--- src/rtl/scan_pkg.sv ---
// rtl/scan_pkg.sv - shared state encoding and default sizing for the threshold-scan sequencer
package scan_pkg;

   localparam int DAC_W_DEF       = 12;
   localparam int CNT_W_DEF       = 32;
   localparam int SETTLE_W_DEF    = 16;
   localparam int TIMEOUT_CYC_DEF = 50_000_000;

   // count reported for a step whose counter gate never completed
   localparam logic [CNT_W_DEF-1:0] TIMEOUT_COUNT = '1;

   typedef enum logic [3:0] {
      IDLE,
      LOAD,
      WAIT_DAC,
      SETTLE,
      GATE,
      WAIT_CNT,
      EMIT,
      NEXT,
      DONE
   } scan_state_t;

endpackage

--- src/rtl/scan_timer.sv ---
// rtl/scan_timer.sv - loadable down-counter with zero flag, used for settle and timeout delays
module scan_timer #(
   parameter int W = 16
) (
   input  logic         clk,
   input  logic         rst,
   input  logic         load,
   input  logic [W-1:0] load_val,
   input  logic         dec,
   output logic         zero
);

   logic [W-1:0] count;

   // load has priority; decrement stops at zero so the flag stays asserted
   always_ff @(posedge clk or posedge rst) begin
      if (rst)
         count <= '0;
      else if (load)
         count <= load_val;
      else if (dec && count != '0)
         count <= count - 1'b1;
   end

   assign zero = (count == '0);

endmodule

--- src/rtl/scan_sequencer.sv ---
// rtl/scan_sequencer.sv - DAC threshold-scan controller; optional SCAN_TIMEOUT_EN adds wait timeouts
module scan_sequencer
   import scan_pkg::*;
#(
   parameter int DAC_W    = DAC_W_DEF,
   parameter int CNT_W    = CNT_W_DEF,
   parameter int SETTLE_W = SETTLE_W_DEF
`ifdef SCAN_TIMEOUT_EN
   , parameter int TIMEOUT_CYC = TIMEOUT_CYC_DEF
`endif
) (
   input  logic                clock50Mhz,
   input  logic                reset,
   input  logic [DAC_W-1:0]    cfg_start,
   input  logic [DAC_W-1:0]    cfg_stop,
   input  logic [DAC_W-1:0]    cfg_step,
   input  logic [SETTLE_W-1:0] cfg_settle,
   input  logic                start,
   input  logic                abort,
   output logic [DAC_W-1:0]    dac_code,
   output logic                dac_load,
   input  logic                dac_busy,
   output logic                cnt_start,
   input  logic                cnt_done,
   input  logic [CNT_W-1:0]    cnt_value,
   output logic                res_valid,
   input  logic                res_ready,
   output logic [DAC_W-1:0]    res_code,
   output logic [CNT_W-1:0]    res_count,
   output logic                busy,
   output logic                done
`ifdef SCAN_TIMEOUT_EN
   , output logic              timeout_err
`endif
);

   scan_state_t         state, state_nx;
   logic [DAC_W-1:0]    code, start_r, stop_r, step_r;
   logic [SETTLE_W-1:0] settle_r;
   logic                dac_armed;
   logic                settle_load, settle_dec, settle_zero;
   logic                dac_timeout, cnt_timeout;
   logic [DAC_W:0]      next_sum;
   logic                last_step;

   // one extra bit on the sum so a step past the top code ends the scan instead of wrapping
   assign next_sum  = {1'b0, code} + {1'b0, step_r};
   assign last_step = (code == stop_r) || (step_r == '0) || (start_r > stop_r)
                    || (next_sum > {1'b0, stop_r});

   scan_timer #(.W(SETTLE_W)) u_settle (
      .clk      (clock50Mhz),
      .rst      (reset),
      .load     (settle_load),
      .load_val (settle_r - 1'b1),
      .dec      (settle_dec),
      .zero     (settle_zero)
   );

`ifdef SCAN_TIMEOUT_EN
   logic to_load, to_dec, to_zero;

   assign to_load     = (state_nx != state) && (state_nx == WAIT_DAC || state_nx == WAIT_CNT);
   assign to_dec      = (state == WAIT_DAC) || (state == WAIT_CNT);
   assign dac_timeout = (state == WAIT_DAC) && to_zero;
   assign cnt_timeout = (state == WAIT_CNT) && to_zero && !cnt_done;

   scan_timer #(.W(32)) u_timeout (
      .clk      (clock50Mhz),
      .rst      (reset),
      .load     (to_load),
      .load_val (32'(TIMEOUT_CYC - 1)),
      .dec      (to_dec),
      .zero     (to_zero)
   );

   // error flag is sticky across the scan and cleared when the next scan is accepted
   always_ff @(posedge clock50Mhz or posedge reset) begin
      if (reset)
         timeout_err <= 1'b0;
      else if (state == IDLE && start)
         timeout_err <= 1'b0;
      else if (dac_timeout || cnt_timeout)
         timeout_err <= 1'b1;
   end
`else
   assign dac_timeout = 1'b0;
   assign cnt_timeout = 1'b0;
`endif

   // next-state selection; abort overrides every active state
   always_comb begin
      state_nx    = state;
      settle_load = 1'b0;
      settle_dec  = 1'b0;
      case (state)
         IDLE:     if (start) state_nx = LOAD;
         LOAD:     state_nx = WAIT_DAC;
         WAIT_DAC: begin
            if (dac_timeout)
               state_nx = DONE;
            else if (dac_armed && !dac_busy) begin
               if (settle_r == '0)
                  state_nx = GATE;
               else begin
                  settle_load = 1'b1;
                  state_nx    = SETTLE;
               end
            end
         end
         SETTLE: begin
            if (settle_zero)
               state_nx = GATE;
            else
               settle_dec = 1'b1;
         end
         GATE:     state_nx = WAIT_CNT;
         WAIT_CNT: if (cnt_done || cnt_timeout) state_nx = EMIT;
         EMIT:     if (res_ready) state_nx = NEXT;
         NEXT:     state_nx = last_step ? DONE : LOAD;
         DONE:     state_nx = IDLE;
         default:  state_nx = IDLE;
      endcase
      if (abort && state != IDLE && state != DONE)
         state_nx = DONE;
   end

   // state register, config capture, strobes and the result record
   always_ff @(posedge clock50Mhz or posedge reset) begin
      if (reset) begin
         state     <= IDLE;
         code      <= '0;
         start_r   <= '0;
         stop_r    <= '0;
         step_r    <= '0;
         settle_r  <= '0;
         dac_armed <= 1'b0;
         dac_code  <= '0;
         dac_load  <= 1'b0;
         cnt_start <= 1'b0;
         res_valid <= 1'b0;
         res_code  <= '0;
         res_count <= '0;
         busy      <= 1'b0;
         done      <= 1'b0;
      end else begin
         state     <= state_nx;
         dac_load  <= (state == LOAD) && (state_nx == WAIT_DAC);
         cnt_start <= (state == GATE) && (state_nx == WAIT_CNT);
         done      <= (state_nx == DONE);
         busy      <= (state_nx != IDLE) && (state_nx != DONE);
         // the spidac needs a cycle after the load strobe before its busy is meaningful
         dac_armed <= (state == WAIT_DAC);
         if (state == IDLE && start) begin
            code     <= cfg_start;
            start_r  <= cfg_start;
            stop_r   <= cfg_stop;
            step_r   <= cfg_step;
            settle_r <= cfg_settle;
         end
         if (state == LOAD && state_nx == WAIT_DAC)
            dac_code <= code;
         if (state == NEXT && state_nx == LOAD)
            code <= next_sum[DAC_W-1:0];
         if (state == WAIT_CNT && state_nx == EMIT) begin
            res_valid <= 1'b1;
            res_code  <= code;
            res_count <= cnt_done ? cnt_value : '1;
         end else if (state_nx != EMIT) begin
            res_valid <= 1'b0;
         end
      end
   end

endmodule

--- config.mk ---
export PLATFORM = sky130hd
export DESIGN_NAME = scan_sequencer
export DESIGN_NICKNAME = d
export VERILOG_FILES = /design/src/rtl/scan_pkg.sv /design/src/rtl/scan_timer.sv /design/src/rtl/scan_sequencer.sv
export SDC_FILE = /design/constraint.sdc
export NUM_CORES = 1
export LEC_CHECK = 0
export ABC_CLOCK_PERIOD_IN_PS = 5000
export BUFFER_PORTS_ARGS = -buffer_cell sky130_fd_sc_hd__buf_2
export CORE_ASPECT_RATIO = 1.1
export CORE_MARGIN = 5
export CORE_UTILIZATION = 55
export DETAILED_ROUTE_END_ITERATION = 16
export GPL_TIMING_DRIVEN = 0
export PLACE_DENSITY = 0.8
export SLEW_MARGIN = 20
export SYNTH_ARGS = -nofsm -noshare
export SYNTH_HDL_FRONTEND = slang
export SYNTH_HIERARCHICAL = 1
export SYNTH_SLANG_ARGS = --single-unit
--- constraint.sdc ---
create_clock -name clock50Mhz -period 5 [get_ports clock50Mhz]
set_input_delay 0.75 -clock clock50Mhz [delete_from_list [all_inputs] [get_ports clock50Mhz]]
set_output_delay 0.75 -clock clock50Mhz [all_outputs]
set_load 0.01 [all_outputs]
==> run metrics <==
uppermost layer routed met5; sequential area share after synthesis 48.1%; Arr. time, crit path between 4000 and 5000 ps; Syn Area/Cell between 10 and 15 um^2; Synth async-reset ratio between 90% and 100%; Antenna Violating Nets Remaining 0; Post-synth EDFFs 0; # diodes 0; wire length on met2 about 10000 um; clk buf depth 2; Fin Clk Skew roughly 13 ps; vias per cell around 5.6; Detailed Place HPWL around 14,000 um; Max Freq roughly 0.23 GHz; clk slew on worst S/H paths roughly 60 ps; CP Launch Point code[1]; largest net degree at the start of global routing between 70 and 80; RSZ-0062 raised after global routing false; Layout area overhead 21.1%; Slew headroom around half; crit path to code[9]; setup_tns 0 ps; drt pass-1 iters 5; Initial Util a little under three fifths; area occupied by multi-input gates around 0.0037 mm^2; row count 45; Yosys top cell by area dfrtp_1; reg2reg start code[1]; post-CTS setup buffer count 0; Chip Height roughly 130 um; Worst Path Required roughly 5300 ps; final setup vio count 0; critical path startpoint category register; Tightest Pin Transition around 730 ps; VDD IR-drop max just over 400 uV; Gates resized, CTS repair 0; worst reg2reg setup slack 680 ps; top cells by area, synth dfrtp_1 48%, mux2_1 6.8%, nand2_1 6.3%, ha_1 6.3%, xnor2_1 3.2%; Slew Limit Fails 0; # hold bufs at CTS 0; placed inst area between 0.008 and 0.009 mm^2; cell area after layout between 0.009 and 0.01 mm^2; post-synth top area share roughly half; commonest non-fill, non-tap cell in the layout buf_2; Core Region ~0.014 mm^2; routed wire length 19,000 um; Num CTS Buffers 17; LEAKAGE 0.00454 uW; routed wl met3 1110 um; RePlAce Congestion roughly 0.92; CP endpoint kind register; worst hold path type input pin to async pin; clock period minus worst slack around 4300 ps; Maximum Capacitance Violations 0; port bufs between 150 and 200; Syn Inst Count between 700 and 800; Final nets a little over 1,000; synth warn 6; Pwr Density about 640 mW/mm^2; Die Area 0.0163 mm^2; Overall Power a little under 6000 uW; GRT Residual Overflow 0; R2R depth 16; Crit Path Class register to register; most frequent cells in the layout 157 x buf_2, 146 x dfrtp_1, 127 x nand2_1; clock sinks roughly 150; per-cell routed wire length roughly 17 um; Reg2Reg Capture Point code[9]; Via Count 6,146; post-synth net total 860; Main synth FF type dfrtp_1; io pins 152; GRT Overall Usage approximately a quarter; DRT met1 WL around 7600 um; Hold Vio Cnt, Final 0; Detailed Route Iter0 Violations roughly 320; Mapped Area between 0.007 and 0.008 mm^2; worst skew pair latency around 430 ps; vias in the first global route approximately 6,200; Die Wd around 120 um; initial antenna violation count 1; register area around 0.0037 mm^2; status finished, final reports clean; DRC 0; Root Buffer clkbuf_16; first-pass GRT wire length between 30,000 and 40,000 um; period utilization approximately 86%; TritonCTS clock tree yes; crit-path max FO 10; proportion of layout cells with a drive suffix above 1 roughly a quarter; H-tree Lvls 4; Yosys cell types 67; fillers 1,064; Synth Register Bits roughly 150
-- per-layer routing --
layer	vias to the layer above	GRT usage [%]
li1	2935	-
met1	2980	29.4
met2	187	41.3
met3	42	6.50
met4	2	8.77
met5	-	0
-- metrics by stage --
stage	setup WS, ps	cells	utilization (%)	hold slack [ps]
floorplan	781	730	-	452
global placement	-734	1069	62.8	462
detailed placement	832	1070	63.1	473
CTS	789	1101	67.3	407
global route	434	1101	67.3	415
finish	683	1101	67.3	366
-- report_power, final --
part | internal, uW | leakage, uW | switching [uW]
clock network | 750 | 0.000285 | 507
registers | 1570 | 0.00179 | 438
logic | 1170 | 0.00246 | 1490
total | 3490 | 0.00454 | 2440
-- Yosys cell counts (4+ instances only) --
cell and number:
a21o_1 13, a21oi_1 23, a221o_1 10, a2bb2oi_1 4
a31oi_1 7, and2_1 10, and3_1 5, and4_1 4
buf_2 6, buf_4 4, clkbuf_1 15, dfrtp_1 146
ha_1 38, inv_1 33, mux2_1 46, mux2_4 9
mux2i_1 5, nand2_1 127, nand2b_1 7, nand3_1 9
nand3b_1 4, nand4_1 13, nor2_1 29, nor2b_1 6
nor3_1 15, nor3b_1 5, nor4_1 8, o211ai_1 5
o21ai_0 19, o21ai_1 14, o31ai_1 5, or4_1 6
xnor2_1 28, xor2_1 11
-- cell families after synthesis --
| family | synth area share [%] |
|---|---|
| AOI/OAI and AO/OA | 10.7 |
| DFF | 48.1 |
| muxes | 9.40 |
| xor gates and xnor gates | 4.49 |
| adders and majority gates | 6.52 |
| buffers and inverters | 3.60 |
| and+or+nand+nor | 17.2 |
-- registers in the layout, summed over array words and instances, names as in the netlist --
signal	count
busy	1
cnt_start	1
code	12
dac_armed	1
dac_code	12
dac_load	1
done	1
res_code	12
res_count	32
res_valid	1
settle_r	16
start_r	12
state	4
step_r	12
stop_r	12
u_settle/count	16
-- worst max-delay path, cell delays in order (launching register included) --
cell and delay, ps:
dfrtp_1 500, inv_1 210, fa_1 490, nor2b_1 180
o2111ai_1 160, nand3_1 140, a31o_1 170, a21oi_1 80
xnor2_1 220, ha_1 280, nand3_1 70, nand2_1 80
nor3_1 190, a21oi_1 110, nor4b_2 570, a31oi_2 320
a221o_1 420
-- layout make-up --
cell class              instances  share of cell area, %
plain buffers                  29                   1.59
clock buffers                  20                   4.85
clock inverters                11                   1.39
inverters                      34                   1.47
multi-input cells             521                   39.9
flip-flops and latches        146                   39.7
well taps                     188                   2.56
repair buffers                152                   8.51
-- how the worst min path moves through the flow --
stage | to | slack [ps] | cells past startpoint
5_1_grt | cnt_start | 420 | 2
4_1_cts | cnt_start | 410 | 2
3_3_place_gp | res_code[1] | 460 | 2
3_5_place_dp | start_r[4] | 470 | 1
2_1_floorplan | start_r[1] | 450 | 2
6_report | cnt_start | 370 | 2
No activity file was read; power rests on OpenSTA's default activity.
